==> src/rtl/default_slave_wr_pkg.sv <==
// default_slave_wr_pkg: AXI width defaults, FSM state enum and response codes shared by the default slave.
`ifndef AXI_ID_BITS
`define AXI_ID_BITS 4
`endif
`ifndef AXI_IDS_BITS
`define AXI_IDS_BITS 8
`endif
`ifndef AXI_ADDR_BITS
`define AXI_ADDR_BITS 32
`endif
`ifndef AXI_LEN_BITS
`define AXI_LEN_BITS 4
`endif
`ifndef AXI_SIZE_BITS
`define AXI_SIZE_BITS 3
`endif
`ifndef AXI_DATA_BITS
`define AXI_DATA_BITS 32
`endif
`ifndef AXI_STRB_BITS
`define AXI_STRB_BITS 4
`endif

package axi_pkg;
    typedef enum logic [1:0] {IDLE, WDATA, BRESP} ds_state_e;
    localparam logic [1:0] RESP_OKAY   = 2'b00;
    localparam logic [1:0] RESP_SLVERR = 2'b10;
    localparam logic [1:0] RESP_DECERR = 2'b11;
endpackage

==> src/rtl/default_slave_wr_if.sv <==
// default_slave_wr_if: DS_* write channels (AW/W/B) between the W-channel router and the default slave.
interface default_slave_wr_if #(
    parameter int IDS_BITS = `AXI_IDS_BITS,
    parameter int LEN_BITS = `AXI_LEN_BITS
);
    logic [IDS_BITS-1:0]        DS_AWID;
    logic [`AXI_ADDR_BITS-1:0]  DS_AWAddr;
    logic [LEN_BITS-1:0]        DS_AWLen;
    logic [`AXI_SIZE_BITS-1:0]  DS_AWSize;
    logic [1:0]                 DS_AWBurst;
    logic                       DS_AWValid;
    logic                       DS_AWReady;
    logic [`AXI_DATA_BITS-1:0]  DS_WData;
    logic [`AXI_STRB_BITS-1:0]  DS_WStrb;
    logic                       DS_WLast;
    logic                       DS_WValid;
    logic                       DS_WReady;
    logic [IDS_BITS-1:0]        DS_BID;
    logic [1:0]                 DS_BResp;
    logic                       DS_BValid;
    logic                       DS_BReady;

    modport master (
        output DS_AWID, DS_AWAddr, DS_AWLen, DS_AWSize, DS_AWBurst, DS_AWValid,
        output DS_WData, DS_WStrb, DS_WLast, DS_WValid, DS_BReady,
        input  DS_AWReady, DS_WReady, DS_BID, DS_BResp, DS_BValid
    );
    modport slave (
        input  DS_AWID, DS_AWAddr, DS_AWLen, DS_AWSize, DS_AWBurst, DS_AWValid,
        input  DS_WData, DS_WStrb, DS_WLast, DS_WValid, DS_BReady,
        output DS_AWReady, DS_WReady, DS_BID, DS_BResp, DS_BValid
    );
endinterface

==> src/rtl/default_slave_wr.sv <==
// default_slave_wr: accepts one AW, drains its W beats, answers DECERR with the captured ID.
// DS_LEN_CHECK_EN: also end the burst after AWLen+1 beats and flag WLast/length disagreement in err_q.
module default_slave_wr
    import axi_pkg::*;
#(
    parameter int AXI_IDS_BITS = `AXI_IDS_BITS,
    parameter int AXI_LEN_BITS = `AXI_LEN_BITS
) (
    input logic               clk,
    input logic               rst,
    default_slave_wr_if.slave ds
);
    ds_state_e               state_q, state_n;
    logic [AXI_IDS_BITS-1:0] id_q;
    logic [AXI_LEN_BITS-1:0] cnt_q;
    logic                    aw_hs, w_hs, b_hs, w_end;

    // Handshakes are qualified by state, so every output depends on registers only.
    assign aw_hs = state_q == IDLE  && ds.DS_AWValid;
    assign w_hs  = state_q == WDATA && ds.DS_WValid;
    assign b_hs  = state_q == BRESP && ds.DS_BReady;

    assign ds.DS_AWReady = state_q == IDLE;
    assign ds.DS_WReady  = state_q == WDATA;
    assign ds.DS_BValid  = state_q == BRESP;
    assign ds.DS_BID     = id_q;
    assign ds.DS_BResp   = state_q == BRESP ? RESP_DECERR : RESP_OKAY;

`ifdef DS_LEN_CHECK_EN
    logic [AXI_LEN_BITS-1:0] len_q;
    logic                    err_q;
    assign w_end = ds.DS_WLast || cnt_q == len_q;
    always_ff @(posedge clk or posedge rst) begin
        if (rst) begin
            len_q <= '0;
            err_q <= 1'b0;
        end else begin
            if (aw_hs) len_q <= ds.DS_AWLen;
            if (w_hs && (ds.DS_WLast != (cnt_q == len_q))) err_q <= 1'b1;
        end
    end
`else
    assign w_end = ds.DS_WLast;
`endif

    always_comb begin
        state_n = aw_hs ? WDATA : (w_hs && w_end) ? BRESP : b_hs ? IDLE : state_q;
    end

    always_ff @(posedge clk or posedge rst) begin
        if (rst) begin
            state_q <= IDLE;
            id_q    <= '0;
            cnt_q   <= '0;
        end else begin
            state_q <= state_n;
            if (aw_hs) id_q <= ds.DS_AWID;
            if (aw_hs) cnt_q <= '0;
            else if (w_hs) cnt_q <= cnt_q + 1'b1;
        end
    end
endmodule

==> src/flat_wrapper.sv <==
// flat-port wrapper written by rule: the top's interface ports become plain ports
module default_slave_wr_flat import axi_pkg::*;
#(
    parameter int AXI_IDS_BITS = `AXI_IDS_BITS,
    parameter int AXI_LEN_BITS = `AXI_LEN_BITS
)
  (clk, rst, ds_DS_AWID, ds_DS_AWAddr, ds_DS_AWLen, ds_DS_AWSize, ds_DS_AWBurst, ds_DS_AWValid, ds_DS_WData, ds_DS_WStrb, ds_DS_WLast, ds_DS_WValid, ds_DS_BReady, ds_DS_AWReady, ds_DS_WReady, ds_DS_BID, ds_DS_BResp, ds_DS_BValid);
  default_slave_wr_if #(.IDS_BITS(8), .LEN_BITS(4)) ds_i ();
  input logic clk;
  input logic rst;
  input wire logic [$bits(ds_i.DS_AWID)-1:0] ds_DS_AWID;
  input wire logic [$bits(ds_i.DS_AWAddr)-1:0] ds_DS_AWAddr;
  input wire logic [$bits(ds_i.DS_AWLen)-1:0] ds_DS_AWLen;
  input wire logic [$bits(ds_i.DS_AWSize)-1:0] ds_DS_AWSize;
  input wire logic [$bits(ds_i.DS_AWBurst)-1:0] ds_DS_AWBurst;
  input wire logic [$bits(ds_i.DS_AWValid)-1:0] ds_DS_AWValid;
  input wire logic [$bits(ds_i.DS_WData)-1:0] ds_DS_WData;
  input wire logic [$bits(ds_i.DS_WStrb)-1:0] ds_DS_WStrb;
  input wire logic [$bits(ds_i.DS_WLast)-1:0] ds_DS_WLast;
  input wire logic [$bits(ds_i.DS_WValid)-1:0] ds_DS_WValid;
  input wire logic [$bits(ds_i.DS_BReady)-1:0] ds_DS_BReady;
  output wire logic [$bits(ds_i.DS_AWReady)-1:0] ds_DS_AWReady;
  output wire logic [$bits(ds_i.DS_WReady)-1:0] ds_DS_WReady;
  output wire logic [$bits(ds_i.DS_BID)-1:0] ds_DS_BID;
  output wire logic [$bits(ds_i.DS_BResp)-1:0] ds_DS_BResp;
  output wire logic [$bits(ds_i.DS_BValid)-1:0] ds_DS_BValid;
  assign ds_i.DS_AWID = ds_DS_AWID;
  assign ds_i.DS_AWAddr = ds_DS_AWAddr;
  assign ds_i.DS_AWLen = ds_DS_AWLen;
  assign ds_i.DS_AWSize = ds_DS_AWSize;
  assign ds_i.DS_AWBurst = ds_DS_AWBurst;
  assign ds_i.DS_AWValid = ds_DS_AWValid;
  assign ds_i.DS_WData = ds_DS_WData;
  assign ds_i.DS_WStrb = ds_DS_WStrb;
  assign ds_i.DS_WLast = ds_DS_WLast;
  assign ds_i.DS_WValid = ds_DS_WValid;
  assign ds_i.DS_BReady = ds_DS_BReady;
  assign ds_DS_AWReady = ds_i.DS_AWReady;
  assign ds_DS_WReady = ds_i.DS_WReady;
  assign ds_DS_BID = ds_i.DS_BID;
  assign ds_DS_BResp = ds_i.DS_BResp;
  assign ds_DS_BValid = ds_i.DS_BValid;
  default_slave_wr #(.AXI_IDS_BITS(AXI_IDS_BITS), .AXI_LEN_BITS(AXI_LEN_BITS)) u_core (.clk(clk), .rst(rst), .ds(ds_i));
endmodule
==> config.mk <==
export PLATFORM = sky130hd
export DESIGN_NAME = default_slave_wr_flat
export DESIGN_NICKNAME = d
export VERILOG_FILES = /design/src/rtl/default_slave_wr_pkg.sv /design/src/rtl/default_slave_wr_if.sv /design/src/rtl/default_slave_wr.sv /design/src/flat_wrapper.sv
export SDC_FILE = /design/constraint.sdc
export NUM_CORES = 1
export LEC_CHECK = 0
export CORE_AREA = 2 2 53 55
export DETAILED_ROUTE_END_ITERATION = 10
export DIE_AREA = 0 0 55 57
export PLACE_DENSITY = 0.82
export SLEW_MARGIN = 20
export SYNTH_ARGS = -nofsm -noshare
export SYNTH_HDL_FRONTEND = slang
export SYNTH_SLANG_ARGS = --single-unit
==> constraint.sdc <==
create_clock -name clk -period 3.4 [get_ports clk]
set_input_delay 0.68 -clock clk [delete_from_list [all_inputs] [get_ports clk]]
set_output_delay 0.68 -clock clk [all_outputs]
set_load 0.05 [all_outputs]
==> metrics.md <==
| Metric | Value |
|---|---|
| Endpoints failing hold | 0 |
| Cell Area, Synth | 422 um^2 |
| WP data required | about 2.7 ns |
| Largest family of logic cells by synthesized area | multiplexers |
| 1st-iter DRT viols | 2 |
| Avg Inst Size Synth | ~14 um^2 |
| Largest net degree at the start of global routing | 11 |
| Crit-path max FO | 6 |
| Worst path bufs/invs | 1 |
| Pwr dens | between 1000 and 1500 nW/um^2 |
| CTS tree | done |
| Post-DR vias/cell | ~3.7 |
| Pint | between 400 and 500 uW |
| Row cnt | 19 |
| RR Startpoint | u_core.state_q[1]$_DFFE_PP0P_ |
| TritonCTS Buffers | 3 |
| Worst-Margin Slew | ~0.50 ns |
| Delay-heaviest family, CP | buffers and inverters |
| Max-slew headroom | 0.663 |
| Max-Cap Viols | 0 |
| Vias in the first global route | 358 |
| Post-DR wirelength/cell | 11.1 um |
| Worst R2R Path Depth | 2 |
| LEAKAGE | 0.000296 uW |
| Fmax | a little over 0.4 GHz |
| Final WL | 975 um |
| Synth Area in Simple Gates | 0.0950 |
| DP HPWL | a little over 800 um |
| Tcrit/Tclk final | 0.724 |
| Clock slew at reported path FFs | 0.06 ns |
| Clk Latency, worst-skew pair | approximately 0.25 ns |
| First-pass GRT wire length | approximately 1500 um |
| # IOs | 104 |
| Synth Instances | 30 |
| Post-synthesis adder-cell area fraction | 0 |
| Register share of total power | 0.264 |
| GRT Util Overall | 0.0694 |
| DRC viols | 0 |
| Net Sw Frac | 0.504 |
| N_diodes | 0 |
| Hold-fix buffers, CTS | 0 |
| Final ANT Viol Nets | 0 |
| GP Congestion | between 0.5 and 0.6 |
| 1st-pass router iterations | 2 |
| Hold Path Depth | 1 |
| Compound-Gate Fraction of Synth Area | 0.0445 |
| Sequential fraction of the synthesis area | 0.593 |
| Crit-path cells | nor2b_1, clkdlybuf4s50_1 |
| Clk_skew | between 0.0008 and 0.0009 ns |
| Fin crit period | 2.46 ns |
| Setup violators final | 0 |
| Status | finished, final reports clean |
| Port-buffer cells | 26 |
| Initial antenna violation count | 0 |
| Synth Net Count | about 120 |
| Setup TNS | 0 ns |
| Clock Power Share | 0.088 |
| Total core area | around 2600 um^2 |
| Starting density of the core | 0.161 |
| Distinct cells, synth | 11 |
| Layout Nets | 150 |
| Routed vias | around 330 |
| Setup crit end kind | output port |
| Power share of the combinational group | 0.648 |
| Total Power | between 800 and 900 uW |
| Post-Synth XOR/XNOR Area | 0 |
| Switch Pwr | about 440 uW |
| WS Path Type | reg2out |
| Post-DP Area | a little over 700 um^2 |
| GR Overflow Total | 0 |
| H-tree Lvls | 1 |
| Worst reg2reg endpoint | u_core.ds.DS_BID[5]$_DFFE_PP0P_ |
| PostCTS Resize Cnt | 0 |
| Clock Sinks | 10 |
| Slowest stage cell, crit path | clkdlybuf4s50_1 |
| HP Start | u_core.ds.DS_BID[1]$_DFFE_PP0P_ |
| Clock Tree Buf Depth | 2 |
| Hold Path Sink | u_core.ds.DS_BID[1]$_DFFE_PP0P_ |
| Type of origin of the critical path | flip-flop |
| Fin. max-slew vios | 0 |
| Root Driver | clkbuf_4 |
| Die Wd | around 55 um |
| Place WS | roughly 1.2 ns |
| IR drop worst, VDD | roughly 0.40 mV |
| Die ar. | roughly 3100 um^2 |
| Hold slack | between 0.5 and 0.6 ns |
| Fillcell total | about 280 |
| Post-synthesis mux area share | 0.214 |
| #FFs+latches synth | 10 |
| Max incr delay on CP | between 0.8 and 0.9 ns |
| Die Y | 57 um |
| Worst hold path type | reg2reg |
| Post-route cell area | 728 um^2 |
| Synth warn | 0 |
| RSZ-0062 raised after global routing | no |
| Post-CTS Setup Repair Bufs | 0 |
| Reg2Reg Setup Slack | roughly 2.0 ns |
| Min setup slack post-route | approximately 0.94 ns |
| Area growth syn-to-layout | 72.7% |
| Share of layout cells above drive strength 1 | 0.211 |
| Critical Path AT | approximately 1.8 ns |
==> final cells by class <==
type	instances	area, um^2	area share
timing repair buffer	26	260	0.357
inverter	2	7.51	0.0103
tap	31	38.8	0.0533
sequential	10	250	0.344
multi-input combinational	16	149	0.204
clock buffer	3	22.5	0.0309
==> worst max path at each step <==
stage          slack [ns]                          start  cells after the start              to
6_report             0.94  u_core.state_q[1]$_DFFE_PP0P_                      2  ds_DS_BResp[0]
2_1_floorplan        1.15  u_core.state_q[1]$_DFFE_PP0P_                      2  ds_DS_BResp[0]
3_3_place_gp         1.24  u_core.state_q[1]$_DFFE_PP0P_                      2    ds_DS_BValid
5_1_grt              0.85  u_core.state_q[1]$_DFFE_PP0P_                      2  ds_DS_BResp[1]
4_1_cts              0.91  u_core.state_q[1]$_DFFE_PP0P_                      2  ds_DS_BResp[0]
3_5_place_dp         1.19  u_core.state_q[1]$_DFFE_PP0P_                      2  ds_DS_BResp[0]
==> Yosys cell counts <==
cell type / count / share of area
a21oi_1: 1 / 0.012
nor2b_1: 1 / 0.015
nor2_1: 2 / 0.018
inv_1: 2 / 0.018
mux2_2: 8 / 0.21
nand3b_1: 1 / 0.018
nor3b_4: 1 / 0.045
a31oi_1: 1 / 0.015
a21o_1: 1 / 0.018
buf_4: 2 / 0.036
dfrtp_1: 10 / 0.59
==> layer usage <==
layer / track usage / share of wire / vias to the layer above
met5: 0 / 0 / -
met4: 0.0314 / 0 / 0
met3: 0.0236 / 0.063 / 0
met2: 0.124 / 0.60 / 9
met1: 0.0693 / 0.33 / 161
li1: - / - / 156
==> metrics by stage <==
| stage | instances | utilization |
|---|---|---|
| 2_1_floorplan | 30 | - |
| 3_3_place_gp | 85 | 0.270 |
| 3_5_place_dp | 85 | 0.270 |
| 4_1_cts | 88 | 0.278 |
| 5_1_grt | 88 | 0.278 |
| 6_report | 88 | 0.278 |
==> state kept, by name, indices dropped and copies added (netlist names) <==
name and cells:
u_core.state_q 2, u_core.ds.DS_BID 8
==> power groups by stage <==
stage                     logic, uW  registers (uW)  clock network, uW
after floorplan                 221             398                  0
final                           562             229               76.3
after global routing            586             237               87.8
after detailed placement        568             231                  0
after global placement          561             225                  0
after CTS                       568             229               80.4
==> logic make-up (layout without fill, tap and decap cells) <==
kind of cell           Yosys count  in the layout
AO/OA/AOI/OAI                    3              3
buffers and inverters            4             31
flip-flops                      10             10
multiplexers                     8              8
AND/OR/NAND/NOR                  5              5
==> cell usage in the layout (no fill, tap or decap), drive strengths merged <==
cell type      Yosys  routed
a21oi              1       1
a21o               1       1
nand3b             1       1
nor2b              1       1
clkdlybuf4s50      0      26
nor3b              1       1
clkbuf             0       3
a31oi              1       1
nor2               2       2
inv                2       2
mux2               8       8
dfrtp             10      10
==> worst reg2reg max path, stage by stage, from the launching register on <==
cell and delay (ns):
dfrtp_1 0.44, nor3b_4 0.46, mux2_2 0.40
(Power assumes the default switching activity.)
